[src/rtl/uart_rx.sv]
// 8N1 UART receiver: 2-flop synchronized input, mid-bit sampling, valid/ready
// byte output with one-cycle frame-error and overrun pulses.
module uart_rx #(
  parameter int unsigned CLOCK_RATE = 24000000,
  parameter int unsigned BAUD_RATE  = 1200
) (
  input  logic       clock,
  input  logic       reset,
  input  logic       ser_rx,
  output logic [7:0] o_data,
  output logic       o_valid,
  input  logic       i_ready,
  output logic       o_frame_err,
  output logic       o_overrun,
  output logic       o_busy
);

  localparam int unsigned CLKS_PER_BIT = CLOCK_RATE / BAUD_RATE;
  localparam int unsigned HALF_BIT     = CLKS_PER_BIT / 2;
  localparam int unsigned CNT_W        = $clog2(CLKS_PER_BIT);
  localparam logic [CNT_W-1:0] HALF_LAST = CNT_W'(HALF_BIT - 1);
  localparam logic [CNT_W-1:0] BIT_LAST  = CNT_W'(CLKS_PER_BIT - 1);

  typedef enum logic [1:0] {IDLE, START, DATA, STOP} state_t;

  logic             rx_meta;
  logic             rx_s;
  logic             rx_prev;
  logic [1:0]       settle;
  logic             fall_c;

  state_t           state;
  state_t           state_next;
  logic [CNT_W-1:0] cnt;
  logic [CNT_W-1:0] cnt_next;
  logic [2:0]       idx;
  logic [2:0]       idx_next;
  logic [7:0]       shift;
  logic [7:0]       shift_next;
  logic             deliver_c;
  logic             stop_bad_c;

  logic [7:0]       data_next;
  logic             valid_next;
  logic             frame_err_next;
  logic             overrun_next;

  // Synchronizer; rx_prev only reflects the real line once the reset
  // values have flushed out, so a line held low across reset never
  // looks like a start edge.
  always_ff @(posedge clock) begin
    if (reset) begin
      rx_meta <= 1'b1;
      rx_s    <= 1'b1;
      rx_prev <= 1'b0;
      settle  <= 2'b00;
    end else begin
      rx_meta <= ser_rx;
      rx_s    <= rx_meta;
      settle  <= {settle[0], 1'b1};
      rx_prev <= rx_s & settle[1];
    end
  end

  assign fall_c = rx_prev & ~rx_s;

  // State register
  always_ff @(posedge clock) begin
    if (reset) begin
      state <= IDLE;
      cnt   <= '0;
      idx   <= '0;
      shift <= '0;
    end else begin
      state <= state_next;
      cnt   <= cnt_next;
      idx   <= idx_next;
      shift <= shift_next;
    end
  end

  // Next-state: bit timing, sampling and frame completion
  always_comb begin
    state_next = state;
    cnt_next   = cnt;
    idx_next   = idx;
    shift_next = shift;
    deliver_c  = 1'b0;
    stop_bad_c = 1'b0;
    case (state)
      IDLE: begin
        cnt_next = '0;
        idx_next = '0;
        if (fall_c) state_next = START;
      end
      START: begin
        if (cnt == HALF_LAST) begin
          cnt_next = '0;
          idx_next = '0;
          state_next = rx_s ? IDLE : DATA;
        end else begin
          cnt_next = cnt + CNT_W'(1);
        end
      end
      DATA: begin
        if (cnt == BIT_LAST) begin
          cnt_next        = '0;
          shift_next[idx] = rx_s;
          if (idx == 3'd7) state_next = STOP;
          else             idx_next   = idx + 3'd1;
        end else begin
          cnt_next = cnt + CNT_W'(1);
        end
      end
      STOP: begin
        if (cnt == BIT_LAST) begin
          cnt_next   = '0;
          state_next = IDLE;
          deliver_c  = rx_s;
          stop_bad_c = ~rx_s;
        end else begin
          cnt_next = cnt + CNT_W'(1);
        end
      end
      default: state_next = IDLE;
    endcase
  end

  // Output next-values: handshake, delivery, overrun and frame error
  always_comb begin
    data_next      = o_data;
    valid_next     = o_valid;
    frame_err_next = 1'b0;
    overrun_next   = 1'b0;
    if (o_valid && i_ready) valid_next = 1'b0;
    if (deliver_c) begin
      if (o_valid && !i_ready) begin
        overrun_next = 1'b1;
      end else begin
        data_next  = shift;
        valid_next = 1'b1;
      end
    end
    if (stop_bad_c) frame_err_next = 1'b1;
  end

  always_ff @(posedge clock) begin
    if (reset) begin
      o_data      <= 8'h00;
      o_valid     <= 1'b0;
      o_frame_err <= 1'b0;
      o_overrun   <= 1'b0;
      o_busy      <= 1'b0;
    end else begin
      o_data      <= data_next;
      o_valid     <= valid_next;
      o_frame_err <= frame_err_next;
      o_overrun   <= overrun_next;
      o_busy      <= (state_next != IDLE);
    end
  end

endmodule

[config.mk]
export PLATFORM = sky130hd
export DESIGN_NAME = uart_rx
export DESIGN_NICKNAME = d
export VERILOG_FILES = /design/src/rtl/uart_rx.sv
export SDC_FILE = /design/constraint.sdc
export NUM_CORES = 1
export LEC_CHECK = 0
export ABC_AREA = 1
export CORE_ASPECT_RATIO = 1.4
export CORE_MARGIN = 1.5
export CORE_UTILIZATION = 40
export DETAILED_ROUTE_END_ITERATION = 10
export RECOVER_POWER = 100
export SYNTH_ARGS = -nofsm -noshare
export SYNTH_HDL_FRONTEND = slang
export SYNTH_SLANG_ARGS = --single-unit
[constraint.sdc]
create_clock -name clock -period 2.01 [get_ports clock]
set_clock_uncertainty 0.1 [all_clocks]
set_input_delay 0.402 -clock clock [delete_from_list [all_inputs] [get_ports clock]]
set_output_delay 0.402 -clock clock [all_outputs]
set_load 0.05 [all_outputs]
Word level (Yosys, flattened, before mapping)
Cells that the tools add are included.
Widths: inputs -> output; s select.
- flip-flop bits (word level): 45
- bits of input ports: 4
- output and inout bits: 12
- word-level logic and storage cells: 71
- add/sub/neg operators: 2
- magnitude comparators: 2
- equality and inequality tests: 9
- multiplexer cells: 27
- bitwise logic cells: 5
- reduce and logical (&&, ||, !) cells: 12
- operator list (kind ; number):
    $pmux 15 s3 ; 1
    $mux 15 ; 2
    $add 15x1->15 const B ; 1
    $eq 15x14->1 const B ; 1
    $eq 15x15->1 const B ; 1
    $mux 2 ; 6
    $mux 1 ; 11
    $mux 3 ; 3
    $pmux 3 s3 ; 1
    $bwmux 8 ; 1
    $pmux 2 s4 ; 1
    $ne 2x2->1 const B ; 3
    $eq 2x2->1 const B ; 2
    $lt 3x4->1 const B ; 1
    $reduce_and 2->1 ; 2
    $reduce_and 4->1 ; 1
    $reduce_or 2->1 ; 2
    $add 3x1->3 const B ; 1
    $demux 1 s3 ; 1
    $eq 3x3->1 const B ; 1
    $ge 3x1->1 const B ; 1
    $logic_and 1x1->1 ; 3
    $not 1->1 ; 3
    $reduce_bool 3->1 ; 1
    other kinds (5) ; 6

Depth between registers and ports, before layout
Gate-level depths: netlist of the first run.
- word-level depth: 5
- depth in mapped cells: 10
- mapped depth without buffers: 10

Worst setup path after synthesis of the first run
No wires, ideal clock.
- kind: register to register
- from: register cnt[0]
- to: register shift[0]
- setup time: 0.114 ns
- arrival: 1.324 ns
- data required time: 1.796 ns
- path slack: 0.472 ns
- cell stages (with the launch flop): 10
- buffers on the path: 1
- period minus slack after synthesis: 1.538 ns
- path through: dfxtp_1 ha_1 nand3_4 nor2_4 nand2_4 nor2_8 buf_8 nand3_1 nand3_1 nand2_1
- word-level cells in the longest chain between the ends: 2
- ends and longest elaborated chain (element ; line ; source):
    from (decl) ; 34 ; logic [CNT_W-1:0] cnt;
    from (signal assigned) ; 76 ; cnt <= cnt_next;
    $eq 15x15->1 ; 106 ; if (cnt == BIT_LAST) begin
    $reduce_and 2->1 (no line) ; -- ;
    to (signal assigned) ; 78 ; shift <= shift_next;
    to (decl) ; 38 ; logic [7:0] shift;
No other way between the ends.
A chain may end at the register's enable or synchronous reset.

Worst setup path in the final report of the first run
- from: register o_data[2]
- to: output port o_data[2]
- RTL lines (element ; line ; source):
    from (decl) ; 10 ; output logic [7:0] o_data,
    from (signal assigned) ; 155 ; o_data <= data_next;
No word-level cell between the ends.

==> flow_summary_export.csv, run 1 <==
group,metric,value,unit
run_status,run_status,"finished clean",
detailed_routing,route.final.wire_length,4.53,mm
layout,design.final.nets,330,
pwr,power_per_cell_area,662,nW/um^2
grt,number_of_antenna_violations_at_the_first_check_in_global_routing,0,
clock_network,numClockSinks,45,
yosys,netlist-cell-type-count,28,
critical_path,critical_path.n_buffers_inverters,1,
floorplanning,fp.dieArea,5910,um^2
sta,timing.fmax,512,MHz
clock_network,clockRootBuffer,"clkbuf_8",
clock_network,postCtsHoldBufs,0,
floorplanning,rows,31,
critical_path,slowest_stage,"clkdlybuf4s50_1",
yosys,yosys.area.top_type_share,41.3,%
layout,multi_input_comb_area,1060,um^2
yosys,sequential_share_of_the_synthesized_area,41.3,%
sta,setup_viol_count_final,0,
pwr,ir_drop,0.300,mV
detailed_routing,drtIter0Drc,88,
floorplanning,coreArea,5200,um^2
critical_path,crit_path_start_kind,"flip-flop",
place,hpwlAfterDp,3.45,mm
yosys,syn-cell-area,2180,um^2
pwr,cell_internal_pwr,1310,uW
layout,layout_stage_area_growth_over_the_synthesis_result,13.4,%
sta,worst-slew-pin-transition,0.540,ns
sta,setup_ws,0.0561,ns
critical_path,required,1.51,ns
grt,global_route_total_overflow,0,
clock_network,cts_inserted_buffers,5,
layout,regArea,901,um^2
pwr,power.sequential.fraction,55.0,%
layout,fill_cells,569,
place,dpl-instance-area,2370,um^2
yosys,synth_top_area_cell,"dfxtp_1",
layout,layout_common_cells,"nand2_1, nor2_1, dfxtp_1",
pwr,p_leak,0.000926,uW
detailed_routing,routed_via_density,4.82,
clock_network,cts-resized-gates,0,
yosys,total_number_of_yosys_warnings,0,
min_path,min_delay_path_depth,2,
critical_path,critical-path-max-stage-delay,0.80,ns
place,pre_cts_ws,0.278,ns
grt,grt_start_max_net_pins,19,
yosys,netlist_instances,304,
yosys,avgSynthCellArea,7.17,um^2
clock_network,cts_setup_buffers,0,
min_path,timing.hold.worst.class,"reg2reg",
grt,via_count_of_the_first_global_routing_pass,1818,
grt,track_usage,17.0,%
clock_network,clk-insertion-delay-late,0.30,ns
sta,grt_setup_unrepaired,"no",
detailed_routing,vias,1881,
critical_path,crit_chain,"clkdlybuf4s50_1",
floorplanning,floorplan.initialDensity,41.9,%
detailed_routing,drc,0,
critical_path,path_max_fanout,2,
place,buffer_ports.inserted,15,
critical_path,critical_path_cell_count,1,
critical_path,timing_worst_setup_path_type,"reg2out",
clock_network,cts-htree-levels,2,
grt,grt_first_pass_wirelength,7.97,mm
place,final_estimated_routing_congestion_in_global_placement,0.915,
sta,min_period,1.95,ns
layout,final_layout_size_suffix_gt1_share,8.02,%
sta,hold_viol,0,
sta,slew_violations,0,
detailed_routing,routedWlPerCell,11.6,um
critical_path,cp-end-kind,"output pin",
sta,totalNegativeSetupSlack,0,ns
yosys,synth.area.top_cells,"dfxtp_1, nand2_1, nor2_1",
floorplanning,ios,16,
clock_network,max-clock-path-buffers,2,
floorplanning,die-height,90.3,um
critical_path,worst_path_dominant_cell_family,"buffers and inverters",
yosys,ys_ff_latch,45,
pwr,netSwitchingPower,322,uW
critical_path,worst_ep_arrival_time,1.45,ns
layout,antenna-diode-count,0,
clock_network,cts_tree,"done",
detailed_routing,first_pass_iters,4,
sta,final_min_period_over_clock_period,97.2,%
clock_network,clkSlewWorstSetupHoldPaths,0.09,ns
pwr,power.clock.fraction,43.0,%
layout,final_common_cell,"nand2_1",
yosys,synth_fp_nets,311,
floorplanning,die_w,65.4,um
layout,final_core_util,47.5,%
flow_run,drv.max_cap_violation_count,0,
critical_path,r2r.worst_path.cells,8,
pwr,power.share.combinational,2.0,%
detailed_routing,ant_nets,0,
sta,slew-limit-headroom,64.0,%
pwr,netSwitchingFraction,19.7,%
layout,stdcell_area,2470,um^2
==> kinds of logic after synthesis <==
family                     Yosys count  synth area share (%)
buffers and inverters               44                  9.13
and+or+nand+nor                    192                  41.7
DFF                                 45                  41.3
AOI/OAI and AO/OA                   12                  2.93
xor gates and xnor gates             8                  3.21
adders and majority gates            3                  1.72
==> per-stage QoR <==
stage / instances / hold slack, ns / total power (uW)
global route: 390 / 0.329 / 1710
finish: 390 / 0.305 / 1640
CTS: 390 / 0.309 / 1660
global placement: 382 / 0.291 / 956
floorplan: 304 / 0.288 / 943
detailed placement: 382 / 0.297 / 956
==> state kept, by name (all words and copies together) (netlist names), 2 cells and up <==
register,flops
state,2
cnt,15
settle,2
o_data,8
shift,8
idx,3
==> path summary, 6_finish.rpt <==
path                     endpoint  slack, ns                    from
min reg2reg  settle[1]$_SDFF_PP0_       0.31       settle[0]$_DFF_P_
max                     o_data[2]       0.06  o_data[2]$_SDFFE_PP0P_
min          settle[1]$_SDFF_PP0_       0.31       settle[0]$_DFF_P_
max reg2reg     cnt[2]$_SDFF_PP0_       0.26       cnt[0]$_SDFF_PP0_
==> Yosys cell counts <==
library cell,number
nand2_1,61
nor2_1,59
dfxtp_1,45
inv_1,33
nand3_1,28
nand4_1,14
nor3_1,13
a21oi_1,8
xor2_1,7
nand2_2,4
buf_6,3
clkinv_1,3
ha_1,3
inv_2,3
nor2_2,3
nor2_4,3
o21ai_0,2
or2_2,2
a31oi_1,1
buf_8,1
clkbuf_1,1
nand2_4,1
nand3_2,1
nand3_4,1
nor2_8,1
nor3_4,1
o31ai_1,1
xnor2_1,1
==> final cells by class <==
type	instances	share of cell area (%)
multi-input combinational	215	43.0
clock inverter	1	1.22
sequential	45	36.5
tap	66	3.34
inverter	39	5.92
clock buffer	7	3.49
timing repair buffer	17	6.53
==> layer usage <==
metal / part of all wire [%] / routed length [um] / vias to the layer above / track usage [%]
li1: - / - / 1002 / -
met1: 42 / 1920 / 851 / 19.0
met2: 54 / 2450 / 23 / 30.1
met3: 2.1 / 93 / 5 / 3.99
met4: 1.4 / 65 / 0 / 6.94
met5: 0 / 0 / - / 0
==> power groups by stage <==
stage          Combinational (uW)  Sequential (uW)  Clock (uW)
2_1_floorplan                23.3              920           0
4_1_cts                      34.3              901         728
6_report                     32.3              901         704
5_1_grt                      36.3              902         770
3_5_place_dp                 34.2              922           0
3_3_place_gp                 34.2              922           0
Note: power is estimated with default switching activity, not from simulation.
==> inputs of run 2 (changes only) <==
CORE_ASPECT_RATIO = default   (was 1.4)
==> run 2 against run 1 <==
Net effect:
- sequential share of layout area about the same
- highest routed layer unchanged
- count of clock-buffer cells in the layout decreased by 1
- critical path depth unchanged
- maximum frequency increased by 0.78%
- total power decreased by 1.9%
==> flow_summary_export.csv, run 2 (synthesis gave the netlist of run 1 again) <==
group,metric,value,unit
sta,hold_slack,0.312,ns
layout,largest_register_ff_count,15,
floorplanning,die_w,76.8,um
detailed_routing,vias,1807,
detailed_routing,drtIter0Drc,107,
detailed_routing,routed_via_density,4.57,
clock_network,clockRootBuffer,"clkbuf_8",
critical_path,crit_path_start_kind,"flip-flop",
grt,grt_first_pass_wirelength,7.36,mm
clock_network,cts_setup_buffers,0,
sta,totalNegativeSetupSlack,0,ns
pwr,power_per_cell_area,649,nW/um^2
critical_path,critical_path_cell_count,1,
sta,slew_violations,0,
place,post-place-cells,387,
min_path,timing.hold.worst.class,"reg2reg",
run_status,run_status,"finished clean",
critical_path,critical_path.n_buffers_inverters,1,
grt,track_usage,15.5,%
grt,via_count_of_the_first_global_routing_pass,1613,
min_path,timing.hold.worst.start,"settle[0]$_DFF_P_",
layout,design.final.nets,331,
layout,layout_common_cells,"nand2_1, nor2_1, dfxtp_1",
place,hpwlAfterDp,3.14,mm
sta,grt_setup_unrepaired,"no",
critical_path,timing_worst_setup_path_type,"reg2out",
clock_network,cts-resized-gates,0,
clock_network,postCtsHoldBufs,0,
detailed_routing,routedWlPerCell,10.4,um
layout,instances_no_fill,395,
sta,timing.fmax,516,MHz
detailed_routing,ant_nets,0,
sta,min_period,1.94,ns
layout,biggestRegsByFlops,"cnt x15, o_data x8, shift x8",
clock_network,clk-insertion-delay-late,0.29,ns
critical_path,regToRegStartpoint,"cnt[8]$_SDFF_PP0_",
flow_run,drv.max_cap_violation_count,0,
floorplanning,rows,26,
layout,layout_stage_area_growth_over_the_synthesis_result,13.5,%
critical_path,path_max_fanout,2,
sta,final_min_period_over_clock_period,96.5,%
pwr,ir_drop,0.271,mV
critical_path,critical-path-max-stage-delay,0.80,ns
clock_network,cts-htree-levels,2,
min_path,min_delay_path_depth,2,
floorplanning,coreArea,5170,um^2
grt,global_route_total_overflow,0,
sta,hold_viol,0,
critical_path,startpoint,"o_data[6]$_SDFFE_PP0P_",
clock_network,clkSlewWorstSetupHoldPaths,0.09,ns
critical_path,required,1.51,ns
clock_network,cts_tree,"done",
layout,final_common_cell,"nand2_1",
detailed_routing,drc,0,
floorplanning,fp.dieArea,5900,um^2
layout,antenna-diode-count,0,
grt,number_of_antenna_violations_at_the_first_check_in_global_routing,0,
critical_path,worst_ep_arrival_time,1.44,ns
critical_path,slowest_stage,"clkdlybuf4s50_1",
critical_path,cp-end-kind,"output pin",
critical_path,crit_chain,"clkdlybuf4s50_1",
layout,registers.top_by_ff_count,"cnt",
grt,grt_start_max_net_pins,16,
sta,slew-limit-headroom,64.8,%
place,buffer_ports.inserted,15,
critical_path,r2r.worst_path.cells,9,
detailed_routing,route.final.wire_length,4.12,mm
floorplanning,floorplan.initialDensity,42.1,%
layout,final_layout_size_suffix_gt1_share,8.62,%
critical_path,worst_path_dominant_cell_family,"buffers and inverters",
clock_network,cts_inserted_buffers,5,
sta,setup_viol_count_final,0,
sta,worst-slew-pin-transition,0.527,ns
place,final_estimated_routing_congestion_in_global_placement,0.788,
floorplanning,ios,16,
clock_network,max-clock-path-buffers,2,
clock_network,numClockSinks,45,
floorplanning,die-height,76.8,um
pwr,p_leak,0.000911,uW
detailed_routing,first_pass_iters,4,
-- run 2: cell types whose count changed in the layout (fill, tap and decap cells not counted), sizes merged --
cell | previous run | this run
clkbuf | 8 | 7
buf | 1 | 2
clkinv | 3 | 4
-- run 2: power by group --
| part | switching (uW) | leakage [uW] | internal (uW) | total, uW |
|---|---|---|---|---|
| clock | 299 | 0.0000554 | 373 | 673 |
| sequential | 3.76 | 0.000364 | 896 | 900 |
| combinational | 20.3 | 0.000492 | 13.5 | 33.8 |
| total | 323 | 0.000911 | 1280 | 1610 |
-- run 2: stage by stage --
| stage | util [%] | cell area [um^2] | power, uW | worst slack, ns |
|---|---|---|---|---|
| floorplan | - | 2180 | 943 | 0.472 |
| global placement | 46.2 | 2390 | 957 | 0.281 |
| detailed placement | 46.2 | 2390 | 957 | 0.279 |
| CTS | 48.3 | 2500 | 1630 | 0.0533 |
| global route | 47.8 | 2470 | 1680 | 0.00346 |
| finish | 47.8 | 2470 | 1610 | 0.0713 |
-- run 2: layout make-up --
cell class / instances / area (um^2)
well taps: 70 / 87.6
flip-flops and latches: 45 / 901
multi-input cells: 215 / 1060
clock inverters: 2 / 38.8
clock buffers: 6 / 72.6
inverters: 39 / 146
repair buffers: 18 / 169
fillers: 533 / 2700
-- run 2: path summary, 6_finish.rpt --
kind / end / slack, ns
hold reg to reg: settle[1]$_SDFF_PP0_ / 0.31
setup reg to reg: cnt[14]$_SDFF_PP0_ / 0.22
setup / recovery: o_data[6] / 0.07
hold / removal: settle[1]$_SDFF_PP0_ / 0.31
-- run 2: per-layer routing --
| layer | share of wire, % | track usage, % | wire [um] | vias up |
|---|---|---|---|---|
| li1 | - | - | - | 1007 |
| met1 | 57 | 22.7 | 2330 | 775 |
| met2 | 39 | 21.9 | 1620 | 20 |
| met3 | 2.7 | 3.57 | 110 | 5 |
| met4 | 1.3 | 5.56 | 55 | 0 |
| met5 | 0 | 0 | 0 | - |
